`config.mk`:
```
export PLATFORM = sky130hd
export DESIGN_NAME = uart_ctrl
export DESIGN_NICKNAME = d
export VERILOG_FILES = /design/src/rtl/uart_pkg.sv /design/src/rtl/uart_fifo.sv /design/src/rtl/uart_ctrl.sv
export SDC_FILE = /design/constraint.sdc
export NUM_CORES = 1
export LEC_CHECK = 0
export CAP_MARGIN = 20
export CORE_ASPECT_RATIO = 0.7
export CORE_MARGIN = 5
export CORE_UTILIZATION = 49
export DETAILED_ROUTE_END_ITERATION = 8
export PLACE_DENSITY = 0.75
export SLEW_MARGIN = 30
export SYNTH_ARGS = -nofsm -noshare
export SYNTH_HDL_FRONTEND = slang
export SYNTH_SLANG_ARGS = --single-unit
```
`constraint.sdc`:
```
create_clock -name clk_i -period 2.3 [get_ports clk_i]
set_input_delay 0.23 -clock clk_i [delete_from_list [all_inputs] [get_ports clk_i]]
set_output_delay 0.23 -clock clk_i [all_outputs]
set_load 0.005 [all_outputs]
```
`src/rtl/uart_pkg.sv`:
```
// Shared definitions for the UART controller: register map, STATUS layout,
// TX sequencer states and the reset baud setting.
package uart_pkg;

  localparam logic [1:0] REG_CTRL   = 2'd0;
  localparam logic [1:0] REG_STATUS = 2'd1;
  localparam logic [1:0] REG_TXDATA = 2'd2;
  localparam logic [1:0] REG_RXDATA = 2'd3;

  localparam int ST_TX_FULL  = 0;
  localparam int ST_TX_EMPTY = 1;
  localparam int ST_RX_FULL  = 2;
  localparam int ST_RX_EMPTY = 3;
  localparam int ST_RX_OVF   = 4;
  localparam int ST_TX_BUSY  = 5;

  localparam logic [15:0] CBP_RESET_DFLT = 16'd868;

  typedef enum logic [1:0] {
    TX_IDLE  = 2'd0,
    TX_LOAD  = 2'd1,
    TX_SEND  = 2'd2,
    TX_CLEAR = 2'd3
  } tx_state_e;

endpackage

```
`src/rtl/uart_fifo.sv`:
```
// Synchronous FIFO with first-word-fall-through head; a pop is honoured
// before a push in the same cycle, so a full FIFO can accept a push while popping.
module uart_fifo #(
  parameter int WIDTH = 8,
  parameter int DEPTH = 8
) (
  input  logic                   clk_i,
  input  logic                   rst_i,
  input  logic                   push_i,
  input  logic [WIDTH-1:0]       wdata_i,
  input  logic                   pop_i,
  output logic [WIDTH-1:0]       rdata_o,
  output logic                   full_o,
  output logic                   empty_o,
  output logic [$clog2(DEPTH):0] count_o
);

  localparam int AW = $clog2(DEPTH);
  localparam logic [AW:0] DEPTH_C = (AW+1)'(DEPTH);

  logic [WIDTH-1:0] mem_q [DEPTH];
  logic [AW-1:0]    wr_ptr_q, rd_ptr_q;
  logic [AW:0]      count_q, count_d;
  logic             do_push, do_pop;

  assign empty_o = (count_q == '0);
  assign full_o  = (count_q == DEPTH_C);
  assign count_o = count_q;
  assign rdata_o = mem_q[rd_ptr_q];

  assign do_pop  = pop_i && !empty_o;
  assign do_push = push_i && (!full_o || do_pop);

  always_comb begin
    count_d = count_q;
    case ({do_push, do_pop})
      2'b10:   count_d = count_q + 1'b1;
      2'b01:   count_d = count_q - 1'b1;
      default: count_d = count_q;
    endcase
  end

  always_ff @(posedge clk_i) begin
    if (rst_i) begin
      wr_ptr_q <= '0;
      rd_ptr_q <= '0;
      count_q  <= '0;
    end else begin
      if (do_push) wr_ptr_q <= wr_ptr_q + 1'b1;
      if (do_pop)  rd_ptr_q <= rd_ptr_q + 1'b1;
      count_q <= count_d;
    end
  end

  // Storage needs no reset: contents are only visible through a non-zero count.
  always_ff @(posedge clk_i) begin
    if (do_push) mem_q[wr_ptr_q] <= wdata_i;
  end

endmodule

```
`src/rtl/uart_ctrl.sv`:
```
// Bus-side UART controller: register file, TX/RX byte FIFOs, TX frame
// sequencer, RX done-edge capture and level interrupt.
module uart_ctrl
  import uart_pkg::*;
#(
  parameter int          FIFO_DEPTH = 8,
  parameter logic [15:0] CBP_RESET  = CBP_RESET_DFLT
) (
  input  logic        clk_i,
  input  logic        rst_i,
  input  logic [3:0]  addr_i,
  input  logic [31:0] wdata_i,
  input  logic        we_i,
  input  logic        re_i,
  output logic [31:0] rdata_o,
  output logic        rvalid_o,
  output logic        irq_o,
  output logic [15:0] cbp_o,
  output logic [1:0]  stop_bits_o,
  output logic [7:0]  tx_data_o,
  output logic        tx_en_o,
  input  logic        tx_done_i,
  input  logic [7:0]  rx_data_i,
  input  logic        rx_done_i,
  output logic        core_clr_o
);

  localparam int CW = $clog2(FIFO_DEPTH) + 1;

  logic [1:0]  reg_sel;
  logic        wr_ctrl, wr_status, wr_txdata, rd_rxdata;

  logic [15:0] cbp_q, cbp_d;
  logic [1:0]  stop_q, stop_d;
  logic        irq_rx_en_q, irq_rx_en_d, irq_tx_en_q, irq_tx_en_d;
  logic        overflow_q, overflow_d;
  logic        rx_done_prev_q, rx_edge;
  logic        core_clr_q, core_clr_d;
  logic        irq_q, irq_d;
  logic [31:0] rdata_q, rdata_d, status_w;
  logic        rvalid_q;

  tx_state_e   state_q, state_d;
  logic [7:0]  tx_data_q, tx_data_d;
  logic        tx_pop, tx_clr_req, tx_busy;

  logic [7:0]  tx_head, rx_head;
  logic        tx_full, tx_empty, rx_full, rx_empty;
  logic [CW-1:0] tx_cnt_unused, rx_cnt_unused;
  logic        unused_w;

  assign reg_sel   = addr_i[3:2];
  assign wr_ctrl   = we_i && (reg_sel == REG_CTRL);
  assign wr_status = we_i && (reg_sel == REG_STATUS);
  assign wr_txdata = we_i && (reg_sel == REG_TXDATA);
  assign rd_rxdata = re_i && (reg_sel == REG_RXDATA);
  assign rx_edge   = rx_done_i && !rx_done_prev_q;
  assign tx_busy   = (state_q != TX_IDLE);
  assign unused_w  = ^{addr_i[1:0], wdata_i[31:20], tx_cnt_unused, rx_cnt_unused};

  uart_fifo #(.WIDTH(8), .DEPTH(FIFO_DEPTH)) u_tx_fifo (
    .clk_i   (clk_i),
    .rst_i   (rst_i),
    .push_i  (wr_txdata),
    .wdata_i (wdata_i[7:0]),
    .pop_i   (tx_pop),
    .rdata_o (tx_head),
    .full_o  (tx_full),
    .empty_o (tx_empty),
    .count_o (tx_cnt_unused)
  );

  uart_fifo #(.WIDTH(8), .DEPTH(FIFO_DEPTH)) u_rx_fifo (
    .clk_i   (clk_i),
    .rst_i   (rst_i),
    .push_i  (rx_edge),
    .wdata_i (rx_data_i),
    .pop_i   (rd_rxdata),
    .rdata_o (rx_head),
    .full_o  (rx_full),
    .empty_o (rx_empty),
    .count_o (rx_cnt_unused)
  );

  // TX sequencer: one byte per frame, waits for the core's sticky done to clear.
  always_comb begin
    state_d    = state_q;
    tx_data_d  = tx_data_q;
    tx_pop     = 1'b0;
    tx_clr_req = 1'b0;
    case (state_q)
      TX_IDLE: begin
        if (!tx_empty && !tx_done_i) begin
          tx_pop    = 1'b1;
          tx_data_d = tx_head;
          state_d   = TX_LOAD;
        end
      end
      TX_LOAD: state_d = TX_SEND;
      TX_SEND: begin
        if (tx_done_i) begin
          tx_clr_req = 1'b1;
          state_d    = TX_CLEAR;
        end
      end
      TX_CLEAR: begin
        if (!tx_done_i) state_d = TX_IDLE;
      end
      default: state_d = TX_IDLE;
    endcase
  end

  always_comb begin
    cbp_d       = cbp_q;
    stop_d      = stop_q;
    irq_rx_en_d = irq_rx_en_q;
    irq_tx_en_d = irq_tx_en_q;
    if (wr_ctrl) begin
      cbp_d       = wdata_i[15:0];
      stop_d      = wdata_i[17:16];
      irq_rx_en_d = wdata_i[18];
      irq_tx_en_d = wdata_i[19];
    end
    // A new overflow in the same cycle as the W1C wins so no drop goes unreported.
    overflow_d = overflow_q;
    if (wr_status && wdata_i[ST_RX_OVF]) overflow_d = 1'b0;
    if (rx_edge && rx_full && !rd_rxdata) overflow_d = 1'b1;

    core_clr_d = tx_clr_req || rx_edge;
    irq_d      = (irq_rx_en_q && !rx_empty) || (irq_tx_en_q && tx_empty && !tx_busy);

    status_w              = '0;
    status_w[ST_TX_FULL]  = tx_full;
    status_w[ST_TX_EMPTY] = tx_empty;
    status_w[ST_RX_FULL]  = rx_full;
    status_w[ST_RX_EMPTY] = rx_empty;
    status_w[ST_RX_OVF]   = overflow_q;
    status_w[ST_TX_BUSY]  = tx_busy;

    rdata_d = '0;
    if (re_i) begin
      case (reg_sel)
        REG_CTRL:   rdata_d = {12'h0, irq_tx_en_q, irq_rx_en_q, stop_q, cbp_q};
        REG_STATUS: rdata_d = status_w;
        REG_RXDATA: rdata_d = rx_empty ? 32'h0 : {24'h0, rx_head};
        default:    rdata_d = '0;
      endcase
    end
  end

  always_ff @(posedge clk_i) begin
    if (rst_i) begin
      state_q        <= TX_IDLE;
      tx_data_q      <= '0;
      cbp_q          <= CBP_RESET;
      stop_q         <= '0;
      irq_rx_en_q    <= 1'b0;
      irq_tx_en_q    <= 1'b0;
      overflow_q     <= 1'b0;
      rx_done_prev_q <= 1'b0;
      core_clr_q     <= 1'b0;
      irq_q          <= 1'b0;
      rdata_q        <= '0;
      rvalid_q       <= 1'b0;
    end else begin
      state_q        <= state_d;
      tx_data_q      <= tx_data_d;
      cbp_q          <= cbp_d;
      stop_q         <= stop_d;
      irq_rx_en_q    <= irq_rx_en_d;
      irq_tx_en_q    <= irq_tx_en_d;
      overflow_q     <= overflow_d;
      rx_done_prev_q <= rx_done_i;
      core_clr_q     <= core_clr_d;
      irq_q          <= irq_d;
      rdata_q        <= rdata_d;
      rvalid_q       <= re_i;
    end
  end

  assign tx_en_o     = (state_q == TX_LOAD) || (state_q == TX_SEND);
  assign tx_data_o   = tx_data_q;
  assign cbp_o       = cbp_q;
  assign stop_bits_o = stop_q;
  assign core_clr_o  = core_clr_q;
  assign irq_o       = irq_q;
  assign rdata_o     = rdata_q;
  assign rvalid_o    = rvalid_q;

endmodule

```
==> flow_summary.ini <==
[worst_setup_path]
crit_arrival_ns = 2.65
crit_type = flip-flop to flip-flop
cp-start-kind = flip-flop
timing.rr.end = u_rx_fifo.count_o[2]
required_ns = 2.71
r2r-start = u_rx_fifo.count_o[0]
crit_path_max_fanout = 2
rrSetupSlack_ns = 0.06
worstSetupEndpointType = flip-flop
reg2reg_depth = 10

[placement]
portBuffers = 85
gp_congestion = 0.843
dp_hpwl_mm = 12.4
dp_cells = 919
dp_slack_ns = -0.307

[route]
routed_via_density = 5.44
drt-initial-drc-count = 364
post_drt_wl_per_cell_um = 18.5
drc = 0
dr.pass1.iters = 6
vias = 5202
routed_wl_mm = 17.7
ant_nets = 0

[clock_network]
h-tree-depth = 1
cts_tree = yes
cts_root_buf = clkbuf_16
path_clk_slew_ns = 0.06
cts.sink_count = 206
cts_made_buffers = 20
clockBufferDepth = 3
clock_latency_ns = 0.49

[sta]
finalHoldViolCount = 0
slew_headroom_pct = 46.5
finalCriticalPeriod_ns = 2.24
max_clock_freq_ghz = 0.447
finalCritPeriodShare_pct = 97.2
fin_tns_setup_ns = 0
setup_slack_ns = 0.0648
drv_slew = 0
worstMarginPinSlew_ns = 0.791
whs_ns = 0.0941
setup_viol = 0
finalClockSkew_ns = 0.0168
rsz0062_at_grt = yes

[global_route]
grt_pass1_wl_mm = 28.6
grt_max_degree = 26
antenna_found_initial = 0
grt_pass1_vias = 5238
grt_usage_pct = 18.5
overflow = 0

[power_and_ir_drop]
power.density_nw_per_um2 = 905
ir_drop_v = 0.000630
p_leak_nw = 3.65

[logic_synthesis]
yosys-top-cells-area = edfxtp_1 (47%), dfxtp_1 (19%), mux4_2 (8.3%), nand2_1 (2.5%), mux2i_1 (2.3%)
yosysTopAreaCellShare_pct = 47.5
ys_warn_count = 0
synth_edf_count = 128
netlist_area_um2 = 8100
ys_seq_area_share_pct = 66.7
yosysMostFrequentCell = edfxtp_1
yosys-top-cells-count = edfxtp_1 (128), dfxtp_1 (78), nand2_1 (54)
synthCells = 572
yosys_register_bits = 206
ys_types = 53
ys.flop_type = edfxtp_1
synth_top_area_cell = edfxtp_1
syn_area_per_cell_um2 = 14.2
ys_async_sr_fraction_pct = 0

[layout]
final_util_pct = 63.6
area_growth_pct = 27.5
num_antenna_cells = 0
fin_nets = 781
fillers = 1194
stdcell_count = 956
drive_above_1_share_pct = 20.9

[floorplanning]
core_um2 = 16200
fp-row-count = 39
dieHeight_um = 118
start_util_pct = 49.8
io_pins = 112
fp.dieW_um = 164
die-area_um2 = 19200

[min_path]
min_from = rst_i
hp-class = primary input to flip-flop
hold_depth = 2
min_to = state_q[0]

[run_status]
status = finished, final reports clean

[run]
maxCapViolCount = 0
## state kept, by name, summed over array words and instances, names as in the netlist, 2 cells and up, named ones only
signal and flops:
rdata_o 20, u_rx_fifo.mem_q 64, stop_bits_o 2, tx_data_o 8, u_tx_fifo.wr_ptr_q 3, u_tx_fifo.mem_q 64, u_rx_fifo.count_o 4, u_rx_fifo.wr_ptr_q 3
state_q 2, cbp_o 16, u_tx_fifo.rd_ptr_q 3, u_tx_fifo.count_o 4, u_rx_fifo.rd_ptr_q 3
## per-layer routing
metal / routed length, µm / track usage, %
met2: 8390 / 30.2
met3: 1340 / 3.99
met4: 395 / 4.30
met1: 7550 / 25.7
met5: 0 / 0
## final cells by class
class / count / area, µm² / share of cell area, %
clock buffers: 25 / 541 / 5.23
clock inverters: 11 / 155 / 1.50
inverters: 11 / 41.3 / 0.400
multi-input cells: 326 / 2550 / 24.7
flip-flops and latches: 206 / 5410 / 52.4
well taps: 225 / 282 / 2.73
repair buffers: 152 / 1350 / 13.1
## where the power goes
group          internal [mW]  switching (mW)  leakage, nW
clock                   2.12            1.30        0.339
sequential              4.10           0.137         1.79
combinational          0.858           0.830         1.52
## how the worst max path moves through the flow
stage | from | endpoint | cells past startpoint
floorplan | state_q[0] | u_tx_fifo.mem_q[4][0] | 6
global placement | rx_done_i | u_rx_fifo.count_o[3] | 10
detailed placement | rx_done_i | u_rx_fifo.count_o[3] | 10
CTS | u_rx_fifo.count_o[3] | u_rx_fifo.count_o[2] | 10
global route | u_rx_fifo.count_o[1] | u_rx_fifo.count_o[2] | 11
finish | u_rx_fifo.count_o[0] | u_rx_fifo.count_o[2] | 10
## metrics by stage
stage	instance area [µm²]	total power, mW
CTS	10300	9.38
floorplan	8160	5.25
detailed placement	9570	5.95
finish	10300	9.34
global placement	9570	5.87
global route	10300	9.78
## cells by family (layout without fill, tap and decap cells)
logic type,count (synthesis),after routing,synth area share (%)
compound gates,65,65,4.85
xor+xnor,9,9,0.973
fa+ha+maj,14,14,2.26
buf+inv,51,199,3.14
flops,206,206,66.7
mux,49,49,10.7
other cells,1,12,0.0463
simple gates,177,177,11.3
## cell usage in the layout, fill, tap and decap left out, types with 3 or more instances in the layout
cell type | synthesis | layout
nand3b_1 | 8 | 8
buf_4 | 12 | 67
nor3b_2 | 1 | 3
inv_1 | 9 | 9
nor3_1 | 18 | 18
nand2_1 | 54 | 54
xor2_1 | 6 | 6
xnor2_1 | 3 | 3
clkbuf_16 | 0 | 21
nor2b_1 | 6 | 6
or3_1 | 3 | 3
nor2_1 | 34 | 33
clkinv_2 | 0 | 4
edfxtp_1 | 128 | 128
a21oi_1 | 27 | 25
mux2i_1 | 19 | 19
o21ai_0 | 12 | 11
ha_1 | 13 | 10
mux4_2 | 30 | 30
clkdlybuf4s50_1 | 0 | 84
nor3b_1 | 6 | 4
clkbuf_1 | 17 | 4
and3_1 | 12 | 12
o22ai_1 | 14 | 14
nand3_1 | 9 | 8
and2_1 | 3 | 3
dfxtp_1 | 78 | 77
bufinv_16 | 0 | 4
nand2b_1 | 8 | 7
conb_1 | 1 | 12
## critical path, cell delays in order (launching register included)
cell,delay [ns]
dfxtp_1,0.31
or4_4,0.55
nand3_2,0.08
inv_1,0.06
ha_2,0.19
xor2_1,0.14
ha_2,0.20
a21oi_2,0.04
xor2_1,0.17
or3_1,0.32
a21oi_1,0.12
## repair_timing
action | CTS | global route
hold buffers | 0 | 0
gates resized for setup | 5 | 6
pin swaps | 2 | 4
setup buffers | 0 | 1
hold endpoints to repair | 0 | 0
endpoints found under the setup margin | 2 | 2
Power figures use the tool's default switching activity.
